==> config.mk <==
export PLATFORM = sky130hd
export DESIGN_NAME = bcd_seq_converter
export DESIGN_NICKNAME = d
export VERILOG_FILES = /design/src/rtl/bcd_seq_converter.sv
export SDC_FILE = /design/constraint.sdc
export NUM_CORES = 1
export LEC_CHECK = 0
export BUFFER_PORTS_ARGS = -buffer_cell sky130_fd_sc_hd__buf_2
export CAP_MARGIN = 20
export CORE_MARGIN = 5
export CORE_UTILIZATION = 50
export DETAILED_ROUTE_END_ITERATION = 10
export PLACE_DENSITY = 0.74
export SYNTH_ARGS = -nofsm -noshare
export SYNTH_HDL_FRONTEND = slang
export SYNTH_SLANG_ARGS = --single-unit
export TNS_END_PERCENT = 5
==> constraint.sdc <==
create_clock -name Clk -period 3.2 [get_ports Clk]
set_input_delay 0.48 -clock Clk [delete_from_list [all_inputs] [get_ports Clk]]
set_output_delay 0.48 -clock Clk [all_outputs]
set_load 0.01 [all_outputs]
==> src/rtl/bcd_seq_converter.sv <==
// bcd_seq_converter: serial shift-add-3 binary-to-BCD converter, one bit per clock.
// Define BCD_SIGNED_EN to treat data as two's complement and report its sign on neg.
module bcd_seq_converter #(
    parameter int DATA_W = 30,
    parameter int DIGITS = 9
) (
    input  logic                Clk,
    input  logic                rst,
    input  logic                start,
    input  logic [DATA_W-1:0]   data,
    output logic                busy,
    output logic                done,
    output logic                ovf,
    output logic                neg,
    output logic [4*DIGITS-1:0] bcd
);

    localparam int BW = 4 * DIGITS;
    localparam int CW = $clog2(DATA_W + 1);
    localparam logic [CW-1:0] CNT_LOAD = CW'(DATA_W);
    localparam logic [BW-1:0] ALL_NINES = {DIGITS{4'h9}};

    typedef enum logic [1:0] {
        IDLE,
        CONV,
        DONE
    } state_t;

    state_t state_q;
    state_t state_d;

    logic [DATA_W-1:0] shift_q;
    logic [BW-1:0]     dig_q;
    logic [CW-1:0]     cnt_q;
    logic              sticky_q;
    logic              neg_cap_q;

    logic [BW-1:0]     dig_adj;
    logic [BW-1:0]     dig_next;
    logic              carry_out;
    logic              sticky_next;
    logic [DATA_W-1:0] mag;
    logic              data_neg;
    logic              load;
    logic              step;
    logic              last;

`ifdef BCD_SIGNED_EN
    assign data_neg = data[DATA_W-1];
    // Negating -2^(DATA_W-1) wraps to itself, which is the right unsigned magnitude.
    assign mag      = data_neg ? -data : data;
`else
    assign data_neg = 1'b0;
    assign mag      = data;
`endif

    always_comb begin
        dig_adj = dig_q;
        for (int i = 0; i < DIGITS; i++) begin
            if (dig_q[4*i +: 4] >= 4'd5) begin
                dig_adj[4*i +: 4] = dig_q[4*i +: 4] + 4'd3;
            end
        end
    end

    // Bit leaving the top digit means the value no longer fits in DIGITS digits.
    assign {carry_out, dig_next} = {dig_adj, shift_q[DATA_W-1]};
    assign sticky_next = sticky_q | carry_out;
    assign last        = (cnt_q == CW'(1));

    always_ff @(posedge Clk or posedge rst) begin
        if (rst) begin
            state_q <= IDLE;
        end else begin
            state_q <= state_d;
        end
    end

    always_comb begin
        state_d = state_q;
        load    = 1'b0;
        step    = 1'b0;
        busy    = 1'b0;
        done    = 1'b0;
        unique case (state_q)
            IDLE: begin
                if (start) begin
                    load    = 1'b1;
                    state_d = CONV;
                end
            end
            CONV: begin
                busy = 1'b1;
                step = 1'b1;
                if (last) begin
                    state_d = DONE;
                end
            end
            DONE: begin
                done = 1'b1;
                if (start) begin
                    load    = 1'b1;
                    state_d = CONV;
                end else begin
                    state_d = IDLE;
                end
            end
            default: begin
                state_d = IDLE;
            end
        endcase
    end

    always_ff @(posedge Clk or posedge rst) begin
        if (rst) begin
            shift_q   <= '0;
            dig_q     <= '0;
            cnt_q     <= '0;
            sticky_q  <= 1'b0;
            neg_cap_q <= 1'b0;
            bcd       <= '0;
            ovf       <= 1'b0;
            neg       <= 1'b0;
        end else if (load) begin
            shift_q   <= mag;
            dig_q     <= '0;
            cnt_q     <= CNT_LOAD;
            sticky_q  <= 1'b0;
            neg_cap_q <= data_neg;
        end else if (step) begin
            shift_q  <= shift_q << 1;
            dig_q    <= dig_next;
            cnt_q    <= cnt_q - CW'(1);
            sticky_q <= sticky_next;
            if (last) begin
                bcd <= sticky_next ? ALL_NINES : dig_next;
                ovf <= sticky_next;
                neg <= neg_cap_q;
            end
        end
    end

endmodule

**Yosys cells after proc, flatten, opt, wreduce, memory -nomap -nowiden**

Cells that the tools add are included.

- Flip-flop bits (word level): 111
- Output and inout bits: 40

- $add $sub $neg: 10
- $lt $le $gt $ge: 9
- Equality and inequality tests: 5
- Mux-type cells: 26
- Bitwise operators: 2
- Reduce and logical (&&, ||, !) cells: 5

Operators by type and width:

| kind | number |
|---|---|
| two-way mux 36 bit | 3 |
| two-way mux 30 bit | 2 |
| adder 4 x 2 -> 4 bit, second input constant | 9 |
| greater-or-equal comparator 4 x 3 -> 1 bit, second input constant | 9 |
| two-way mux 4 bit | 9 |
| two-way mux 5 bit | 2 |
| two-way mux 1 bit | 7 |
| one-hot mux 2 bit (3 select lines) | 1 |
| == test 5 x 1 -> 1 bit, second input constant | 1 |
| subtractor 5 x 1 -> 5 bit, second input constant | 1 |
| two-way mux 2 bit | 2 |
| != test 2 bit, second input constant | 2 |
| AND reduction 3 bit | 1 |
| == test 2 x 1 -> 1 bit, second input constant | 1 |
| == test 2 bit, second input constant | 1 |
| zero test 2 bit | 1 |
| AND reduction 2 bit | 1 |
| nonzero test 2 bit | 1 |
| OR reduction 2 bit | 1 |
| NOT 1 bit | 1 |
| OR 1 bit | 1 |

**Logic depth before layout (Yosys ltp)**

Gate-level depths: netlist of run 1.

- Depth after elaboration: 5
- Gate-level depth with buffers: 8

**Least setup slack after synthesis of run 1**

Ideal clock, no wire load.

- Kind: register to register
- From: register dig_q[32]
- To: register bcd[1]
- Library setup time: 0.092 ns
- Arrival: 1.601 ns
- Slack: 1.507 ns
- Cell stages (with the launch flop): 7
- Path buffers: 1
- Clock period less this slack: 1.693 ns
- Path through: dfrtp_1 ha_1 nand2b_1 nor3b_2 a211o_1 buf_6 o31ai_2

- Cells in the longest elaborated chain, start to end: 4
- Elaborated cells between the ends (all ways): 5

Ends and longest elaborated chain:

| item | RTL line | text |
|---|---|---|
| start: declaration | 33 | `logic [BW-1:0] dig_q;` |
| start signal: assignment | 132 | `dig_q <= dig_next;` |
| adder 4 x 2 -> 4 bit / greater-or-equal comparator 4 x 3 -> 1 bit (equally long branches) | 61, 60 |  |
| two-way mux 4 bit * | 60 | `if (dig_q[4*i +: 4] >= 4'd5) begin` |
| OR 1 bit * | 68 | `assign sticky_next = sticky_q \| carry_out;` |
| two-way mux 36 bit * | 136 | `bcd <= sticky_next ? ALL_NINES : dig_next;` |
| end signal: assignment | 136 |  |
| end: declaration | 15 | `output logic [4*DIGITS-1:0] bcd` |

Mark *: on every way between the ends. The rest lies on a longest branch, timed or not.
A chain may end at the register's enable or synchronous reset.

**Final worst setup path of run 1**

- From: register dig_q[33]
- To: register bcd[35]

- Cells in the longest elaborated chain, start to end: 4
- Elaborated cells between the ends (all ways): 5

Ends and longest elaborated chain:

| item | RTL line |
|---|---|
| adder 4 x 2 -> 4 bit / greater-or-equal comparator 4 x 3 -> 1 bit (equally long branches) | 61, 60 |
| two-way mux 4 bit * | 60 |
| OR 1 bit | 68 |
| two-way mux 36 bit * | 136 |

Marked as above.

==> qor.txt, run 1 <==
run status - finished clean
Post-Layout Cell Count - 719
CP max stage cell - a211oi_4
Cell Int Power - 3.23 mW
Tot GR Track Use - 17.7%
CTS H-tree lvls - 3
# port buffers - 71
Post-Place Worst Slack - 1110 ps
cell class contributing the biggest share of worst-path delay - compound AO/OA/AOI/OAI gates
static leakage - 2.68 nW
total CTS buffers - 9
RSZ-0062 raised after global routing - false
switching part of the total - 40.2%
measured slew at the worst slew-check pin - 698 ps
vias in the first global route - 3878
Hold Buf Count CTS - 0
die height - 112 um
Synth area leaders - dfrtp_1 (53%), nand2_1 (7.6%), ha_1 (4.8%)
Final Wtd Congestion - 0.775
CTS resizes - 0
drt pass-1 iters - 4
placed instance area - 5690 um^2
IO Pins - 73
Worst Path Buf+Inv - 2
CP Data Arrival Time - 2350 ps
Final Cell Area - 5910 um^2
Comb power frac - 41.3%
Post-CTS Setup Bufs - 0
Max VDD drop - 0.000409 V
number of synthesized flops with an enable pin - 0
worst setup path end - bcd[35]
Post-Syn Nets - 569
CTS tree - built
worst r2r src - dig_q[33]
Post-Route Utilization - 57.8%
Worst path max stage delay - 530 ps
worst path required time - 3430 ps
root buffer cell - clkbuf_8
Final Hold Violating Endpoints - 0
FILL cells - 915
Routed WL - 10.9 mm
Post-Syn Area - 5210 um^2
later-pin clock latency in the skew report - 370 ps
Startpoint Class - flop
register share of total power - 42.4%
Max Root-Sink Buffers - 2
most frequent cells in the layout - dfrtp_1 (111), nand2_1 (106), buf_2 (71)
R2R Setup Slk - 1080 ps
Die X - 112 um
fraction of layout cells with a size suffix above 1 - 21.3%
final setup margin - 1080 ps
R2R cell count - 7
clock network power share - 16.3%
min Tclk post-route - 2120 ps
synthesized area per cell - 10.1 um^2
Yosys reg bits - 111
routed len/inst - 15.2 um
Area Growth Syn to Fin - 13.4%
Syn. warnings - 0
global-route wire length before repair - 18.5 mm
antenna fix cells - 0
WHS - 249 ps
r2r endpoint - bcd[35]
Die Area - 12600 um^2
crit-path cells - inv_1 > ha_1 > nand2b_1 > nor3b_2 > a211oi_4 > buf_4 > a31oi_1
most common cell after layout, fill and taps aside - dfrtp_1
top cell type's share of synthesized area - 53.3%
Mapped Cells - 516
setup skew after layout - 13.5 ps
total gr overflow - 0
Residual DRC - 0
Most used DFF post-synth - dfrtp_1
asr flop ratio synth - 100%
Sink Count - 111
clock-pin slew on the worst setup and hold paths - 100 ps
Nets - 631
largest net degree at the start of global routing - 112
slew margin rel. - 53.5%
Synth area leader - dfrtp_1
initial drt markers - 210
maximum fanout along the worst path - 14
register area share after synthesis - 53.3%
Critical path origin - dig_q[33]
crit path kind - flop to flop
DP HPWL - 7.48 mm
core box area - 10200 um^2
final cycle utilization of the critical path - 66.2%
number of routed nets with antenna violations - 0
initial antenna violation count - 0
via count - 3893
vias per cell - 5.41
final setup fails - 0
total power - 5.41 mW
Cell variety after synth - 39
Max Fclk - 0.472 GHz
Hold WC Path Type - primary input to async pin
max cap viols - 0
Post-Place Cells - 703
Power Dens Cells - 915 nW/um^2
TNS Setup - 0 ps
sw power - 2.17 mW
std cell rows - 37
Starting Density - 50.9%
Worst Setup End Kind - flop
Slew Viols, Final - 0
CP Depth - 7
## per-layer routing
| metal | global-route usage, % | routed length [um] |
|---|---|---|
| met1 | 23.5 | 4840 |
| met2 | 28.6 | 5280 |
| met3 | 5.34 | 691 |
| met5 | 0 | 0 |
| met4 | 4.97 | 117 |
## power by group through the flow
stage	Clock (mW)	Combinational [mW]	Sequential (mW)
2_1_floorplan	0	1.74	2.24
3_3_place_gp	0	2.13	2.28
3_5_place_dp	0	2.25	2.31
4_1_cts	0.911	2.25	2.29
5_1_grt	0.965	2.54	2.37
6_report	0.880	2.23	2.29
## worst min-delay path by stage
| stage | cells after the start | endpoint | slack, ps |
|---|---|---|---|
| after detailed placement | 2 | shift_q[10] | 460 |
| final | 3 | shift_q[5] | 250 |
| after floorplan | 2 | shift_q[10] | 450 |
| after CTS | 3 | shift_q[5] | 280 |
| after global placement | 2 | shift_q[25] | 460 |
| after global routing | 3 | shift_q[5] | 290 |
## synthesized netlist by cell type (2+ instances only)
library cell and instances:
dfrtp_1 111, nand2_1 106, o21ai_0 41, a22oi_1 30, a21oi_1 28, inv_1 21, ha_1 20, nor2_1 20
a31oi_1 17, nor3b_1 17, clkbuf_1 12, nand2b_1 11, buf_2 10, o31ai_2 10, xnor2_1 10, a22o_1 8
mux2_2 6, a31o_2 5, and2_1 5, mux2i_1 3, o31ai_1 3, buf_1 2, buf_4 2, buf_6 2
nor2b_1 2
## worst register-to-register path: stages (launching register included)
cell,delay [ps]
dfrtp_1,420
inv_1,100
ha_1,180
nand2b_1,150
nor3b_2,190
a211oi_4,530
buf_4,310
a31oi_1,120
## area by class of cell
class | count | area (um^2) | area share, %
Multi-Input combinational cell | 354 | 2220 | 37.5
Timing Repair Buffer | 79 | 440 | 7.45
Inverter | 23 | 90.1 | 1.52
Clock inverter | 5 | 63.8 | 1.08
Tap cell | 136 | 170 | 2.88
Clock buffer | 11 | 151 | 2.56
Sequential cell | 111 | 2780 | 47.0
## flip-flops by register name, indices dropped and copies added, names as in the netlist
signal / cells
dig_q: 36
cnt_q: 5
ovf: 1
bcd: 36
shift_q: 30
state_q: 2
sticky_q: 1
## cells by family (layout without fill, tap and decap cells)
group	after synthesis	after routing	synth area share, %
simple gates	167	167	14.7
fa+ha+maj	20	20	4.80
buf+inv	51	118	4.35
other cells	1	1	0.0720
flops	111	111	53.3
compound gates	146	146	19.0
mux	9	9	1.87
xor+xnor	11	11	1.85
(Power assumes the default switching activity.)
==> run 2, diff against run 1 <==
PLACE_DENSITY = 0.71   (was 0.74)
clock period = 2.1 ns   (was 3.2 ns; I/O delays follow)
==> run 2 against run 1 <==
  * Clock skew fell by 2.8 ps
  * Sequential power up 52%
  * Routed wire length fell by 0.27%
  * First-iteration DRC count up 10%
  * Non-clock buffer count increased by 7
  * Clock power is 34% higher
  * Via count grew 0.15%
  * Design area increased by 0.21%
  * Sequential cell count did not move
  * Largest cell class unchanged
  * Sequential share of layout area is 0.099 points lower
  * Global-route usage increased by 0.38 points
  * Combinational power up 53%
==> qor.txt, run 2 (synthesis results as in run 1) <==
run status - finished clean (unchanged)
Die X - 112 um (unchanged)
Slew Viols, Final - 0 (unchanged)
Starting Density - 50.9% (unchanged)
crit path kind - flop to flop (unchanged)
drt pass-1 iters - 4 (unchanged)
vias in the first global route - 3961 (was 3878)
HP Start - data[23]
CP Data Arrival Time - 2200 ps (was 2350 ps)
DP HPWL - 7.59 mm (was 7.48 mm)
CTS tree - built (unchanged)
setup skew after layout - 10.7 ps (was 13.5 ps)
die height - 112 um (unchanged)
Max Fclk - 0.514 GHz (was 0.472 GHz)
Area Growth Syn to Fin - 13.7% (was 13.4%)
most frequent cells in the layout - dfrtp_1 (111), nand2_1 (106), buf_2 (71) (unchanged)
clock-pin slew on the worst setup and hold paths - 100 ps (about the same)
Nets - 638 (was 631)
Worst Setup End Kind - flop (unchanged)
min Tclk post-route - 1950 ps (was 2120 ps)
Final Wtd Congestion - 0.784 (was 0.775)
final cycle utilization of the critical path - 92.7% (was 66.2%)
maximum fanout along the worst path - 12 (was 14)
Power Dens Cells - 1360 nW/um^2 (was 915 nW/um^2)
largest net degree at the start of global routing - 80 (was 112)
via count - 3899 (was 3893)
Routed WL - 10.9 mm (about the same)
Post-CTS Setup Bufs - 0 (unchanged)
RSZ-0062 raised after global routing - false (unchanged)
number of routed nets with antenna violations - 0 (unchanged)
total power - 8.07 mW (was 5.41 mW)
static leakage - 2.69 nW (was 2.68 nW)
Startpoint Class - flop (unchanged)
most common cell after layout, fill and taps aside - dfrtp_1 (unchanged)
Critical path origin - dig_q[32] (was dig_q[33])
vias per cell - 5.37 (was 5.41)
CTS H-tree lvls - 3 (unchanged)
# port buffers - 71 (unchanged)
FILL cells - 883 (was 915)
initial antenna violation count - 0 (unchanged)
Largest regs - bcd (36), dig_q (36), shift_q (30) (unchanged)
Residual DRC - 0 (unchanged)
total gr overflow - 0 (unchanged)
worst r2r src - dig_q[32] (was dig_q[33])
global-route wire length before repair - 18.8 mm (was 18.5 mm)
later-pin clock latency in the skew report - 360 ps (was 370 ps)
routed len/inst - 15.0 um (was 15.2 um)
Tot GR Track Use - 18.1% (was 17.7%)
core box area - 10200 um^2 (unchanged)
Max Root-Sink Buffers - 2 (unchanged)
Sink Count - 111 (unchanged)
Worst path max stage delay - 470 ps (was 530 ps)
crit-path cells - ha_1 > nand2b_1 > nor3b_2 > a211o_2 > o31ai_1 (was inv_1 > ha_1 > nand2b_1 > nor3b_2 > a211oi_4 > buf_4 > a31oi_1)
fraction of layout cells with a size suffix above 1 - 22.2% (was 21.3%)
IO Pins - 73 (unchanged)
TNS Setup - 0 ps (unchanged)
CP max stage cell - dfrtp_1 (was a211oi_4)
max cap viols - 0 (unchanged)
Worst Path Buf+Inv - 0 (was 2)
Die Area - 12600 um^2 (unchanged)
total CTS buffers - 9 (unchanged)
final setup fails - 0 (unchanged)
antenna fix cells - 0 (unchanged)
Max VDD drop - 0.000610 V (was 0.000409 V)
Hold WC Path Type - primary input to flop (was primary input to async pin)
worst path required time - 2360 ps (was 3430 ps)
std cell rows - 37 (unchanged)
cell class contributing the biggest share of worst-path delay - compound AO/OA/AOI/OAI gates (unchanged)
Final Hold Violating Endpoints - 0 (unchanged)
root buffer cell - clkbuf_8 (unchanged)
initial drt markers - 232 (was 210)
==> run 2: changes by cell type in the layout (fill, tap and decap cells not counted) <==
cell           before  now
clkinv_2            0    1
clkinvlp_4          2    3
dlygate4sd3_1       0    1
clkbuf_8           11   10
buf_4               6   13
a211o_1             1    0
clkinv_4            1    3
bufinv_16           1    0
inv_6               2    0
buf_12              2    1
a211o_2             0    1
==> run 2: cell type report <==
| type | instances | area (um^2) | share of cell area (%) |
|---|---|---|---|
| repair buffers | 86 | 483 | 8.16 |
| inverters | 23 | 90.1 | 1.52 |
| multi-input cells | 354 | 2220 | 37.4 |
| clock buffers | 10 | 138 | 2.32 |
| well taps | 136 | 170 | 2.87 |
| clock inverters | 6 | 46.3 | 0.782 |
| flip-flops and latches | 111 | 2780 | 46.9 |
==> run 2: routing by layer <==
metal	share of wire, %	wire length (um)	GRT usage (%)
met1	44	4820	23.2
met2	48	5190	30.1
met3	7.0	759	5.01
met4	1.3	140	5.61
met5	0	0	0
==> run 2: power breakdown <==
group          leakage [nW]  total (mW)  internal [mW]  switching [mW]
clock network        0.0885        1.18          0.468           0.713
registers              1.33        3.49           2.88           0.606
logic                  1.27        3.41           1.43            1.97
==> run 2: stage by stage <==
step / hold slack [ps] / std cells / util, % / instance area (um^2) / setup WS (ps)
finish: 156 / 726 / 57.9 / 5920 / 154
global route: 141 / 726 / 57.9 / 5920 / 23.6
CTS: 137 / 726 / 57.9 / 5920 / 127
detailed placement: 328 / 709 / 56.0 / 5730 / 84.5
global placement: 322 / 709 / 56.0 / 5730 / 189
floorplan: 443 / 516 / - / 5210 / 407
==> run 2: worst paths after layout <==
path                               endpoint  slack (ps)  depth (start not counted)
worst min register to register  shift_q[14]         490                          2
worst max register to register      bcd[22]         150                          5
worst max-delay path                bcd[22]         150                          5
worst min-delay path            shift_q[23]         160                          3
min in group asynchronous        shift_q[5]         470                          3
max in group asynchronous         dig_q[13]         920                          4
==> run 2: timing repair <==
item | 4_1_cts | 5_1_grt
resized for setup | 1 | 0
hold endpoints to repair | 15 | 0
endpoints found under the setup margin | 1 | 0
hold buffers | 1 | 0
==> run 2: worst min-delay path, delay by kind of cell <==
family	cells	cell delay, ps
buffers and inverters	1	80
AO/OA/AOI/OAI	1	50
AND/OR/NAND/NOR	1	50
==> run 3, diff against run 2 <==
ABC_AREA = 1   (was unset)
CORE_ASPECT_RATIO = 0.5   (was unset)
==> run 3 against run 2 <==
  * Via count up 20%
  * First-iteration DRC count increased by 10%
  * Count of clock-buffer cells in the layout unchanged
  * Largest cell class unchanged
  * Largest power group is now combinational logic
==> qor.txt, run 3 <==
IO Pins - 73 (unchanged)
CTS tree - built (unchanged)
Worst path max stage delay - 440 ps (was 470 ps)
min Tclk post-route - 1900 ps (was 1950 ps)
top cell type's share of synthesized area - 49.5% (was 53.3%)
final cycle utilization of the critical path - 90.7% (was 92.7%)
register area share after synthesis - 49.5% (was 53.3%)
Post-Syn Nets - 742 (was 569)
Cell variety after synth - 27 (was 39)
number of routed nets with antenna violations - 0 (unchanged)
Tot GR Track Use - 19.3% (was 18.1%)
Final Wtd Congestion - 0.847 (was 0.784)
clock-pin slew on the worst setup and hold paths - 70 ps (was 100 ps)
routed len/inst - 13.7 um (was 15.0 um)
total CTS buffers - 9 (unchanged)
max cap viols - 0 (unchanged)
# port buffers - 71 (unchanged)
Hold Buf Count CTS - 0 (was 1)
Post-CTS Setup Bufs - 0 (unchanged)
Synth area leaders - dfrtp_1 (49%), nand2_1 (11%), inv_1 (7.4%) (was dfrtp_1 (53%), nand2_1 (7.6%), ha_1 (4.8%))
die height - 84.9 um (was 112 um)
TNS Setup - 0 ps (unchanged)
total gr overflow - 0 (unchanged)
CP Data Arrival Time - 1590 ps (was 2200 ps)
Power Dens Cells - 1590 nW/um^2 (was 1360 nW/um^2)
later-pin clock latency in the skew report - 350 ps (was 360 ps)
Final Hold Violating Endpoints - 0 (unchanged)
Largest regs - bcd (36), dig_q (36), shift_q (30) (unchanged)
most frequent cells in the layout - nand2_1 (169), dfrtp_1 (111), inv_1 (110) (was dfrtp_1 (111), nand2_1 (106), buf_2 (71))
Nets - 814 (was 638)
Most used DFF post-synth - dfrtp_1 (unchanged)
FILL cells - 975 (was 883)
slew margin rel. - 51.4%
crit path kind - flop to primary output (was flop to flop)
final setup fails - 0 (unchanged)
DP HPWL - 8.61 mm (was 7.59 mm)
Max VDD drop - 0.000693 V (was 0.000610 V)
fraction of layout cells with a size suffix above 1 - 15.4% (was 22.2%)
initial antenna violation count - 0 (unchanged)
CTS resizes - 0 (was 1)
area of the multi-input gates - 2270 um^2 (was 2220 um^2)
vias in the first global route - 4630 (was 3961)
antenna fix cells - 0 (unchanged)
CP max stage cell - dfrtp_1 (unchanged)
Syn. warnings - 0 (unchanged)
worst path required time - 1780 ps (was 2360 ps)
RSZ-0062 raised after global routing - false (unchanged)
Final Cell Area - 6540 um^2 (was 5920 um^2)
std cell rows - 27 (was 37)
Die X - 160 um (was 112 um)
Max Root-Sink Buffers - 2 (unchanged)
Starting Density - 51.1% (was 50.9%)
Residual DRC - 0 (unchanged)
CTS H-tree lvls - 3 (unchanged)
maximum fanout along the worst path - 40 (was 12)
crit-path cells - nor2_8 > buf_4 > buf_2 (was ha_1 > nand2b_1 > nor3b_2 > a211o_2 > o31ai_1)
Startpoint Class - flop (unchanged)
WHS - 79.5 ps (was 156 ps)
Slew Viols, Final - 0 (unchanged)
via count - 4693 (was 3899)
Mapped Cells - 689 (was 516)
synthesized area per cell - 8.15 um^2 (was 10.1 um^2)
Yosys reg bits - 111 (unchanged)
most common cell after layout, fill and taps aside - nand2_1 (was dfrtp_1)
number of synthesized flops with an enable pin - 0 (unchanged)
measured slew at the worst slew-check pin - 727 ps
vias per cell - 5.15 (was 5.37)
core box area - 11000 um^2 (was 10200 um^2)
asr flop ratio synth - 100% (unchanged)
Die Area - 13600 um^2 (was 12600 um^2)
Sink Count - 111 (unchanged)
Worst Setup End Kind - primary output (was flop)
Post-Syn Area - 5610 um^2 (was 5210 um^2)
Hold WC Path Type - primary input to async pin (was primary input to flop)
Max Fclk - 0.525 GHz (was 0.514 GHz)
root buffer cell - clkbuf_16 (was clkbuf_8)
initial drt markers - 256 (was 232)
static leakage - 3.42 nW (was 2.69 nW)
largest net degree at the start of global routing - 41 (was 80)
setup skew after layout - 11.4 ps (was 10.7 ps)
Area Growth Syn to Fin - 16.5% (was 13.7%)
run status - finished clean (unchanged)
drt pass-1 iters - 4 (unchanged)
global-route wire length before repair - 21.8 mm (was 18.8 mm)
FF/Latch Area - 2780 um^2 (unchanged)
most common cell in the netlist - nand2_1 (was dfrtp_1)
placed instance area - 6220 um^2 (was 5730 um^2)
Commonest cells post-synth - nand2_1 (169), dfrtp_1 (111), inv_1 (111) (was dfrtp_1 (111), nand2_1 (106), o21ai_0 (41))
Synth area leader - dfrtp_1 (unchanged)
Routed WL - 12.5 mm (was 10.9 mm)
-- run 3: report_power, final --
part / internal [mW] / switching [mW]
combinational: 1.79 / 3.10
sequential: 3.15 / 0.524
clock: 1.05 / 0.796
-- run 3: stage by stage --
step / std cells / worst slack (ps) / power (mW) / util [%]
finish: 911 / 195 / 10.4 / 59.5
CTS: 911 / 182 / 10.5 / 59.5
floorplan: 689 / 442 / 7.16 / -
global placement: 895 / 404 / 8.42 / 56.6
detailed placement: 895 / 348 / 8.59 / 56.6
global route: 911 / 126 / 11.4 / 59.5
-- run 3: worst max-delay path, delay by kind of cell, from the launching register on --
kind,cells,cell delay [ps]
buffers and inverters,2,650
DFF,1,440
and+or+nand+nor,1,150
-- run 3: final timing paths --
path	startpoint	end	slack, ps	cells past startpoint
max in group asynchronous	rst	dig_q[30]	1370	3
worst min register to register	bcd[29]	bcd[29]	480	2
worst max-delay path	state_q[1]	busy	200	3
worst max register to register	cnt_q[1]	bcd[8]	340	10
min in group Clk	data[13]	shift_q[13]	170	3
worst min-delay path	rst	shift_q[24]	80	2
-- run 3: final cells by class --
| cell class | instances | area share (%) |
|---|---|---|
| Inverter | 113 | 6.55 |
| Clock inverter | 6 | 1.38 |
| Sequential cell | 111 | 42.5 |
| Tap cell | 145 | 2.78 |
| Clock buffer | 10 | 3.50 |
| Timing Repair Buffer | 88 | 8.54 |
| Multi-Input combinational cell | 438 | 34.8 |
-- run 3: routing by layer --
| layer | GRT usage (%) | share of wire, % | up-vias |
|---|---|---|---|
| met5 | 0 | 0 | - |
| li1 | - | - | 2371 |
| met4 | 4.14 | 1.0 | 0 |
| met2 | 31.5 | 45 | 110 |
| met3 | 4.71 | 5.8 | 13 |
| met1 | 26.7 | 49 | 2199 |
-- run 3: cells by family after synthesis --
logic type	after synthesis	share of synthesized area, %
buffers and inverters	140	10.0
other	1	0.0668
AOI/OAI and AO/OA	120	13.2
DFF	111	49.5
xor gates and xnor gates	1	0.156
adders and majority gates	20	4.46
and+or+nand+nor	296	22.6
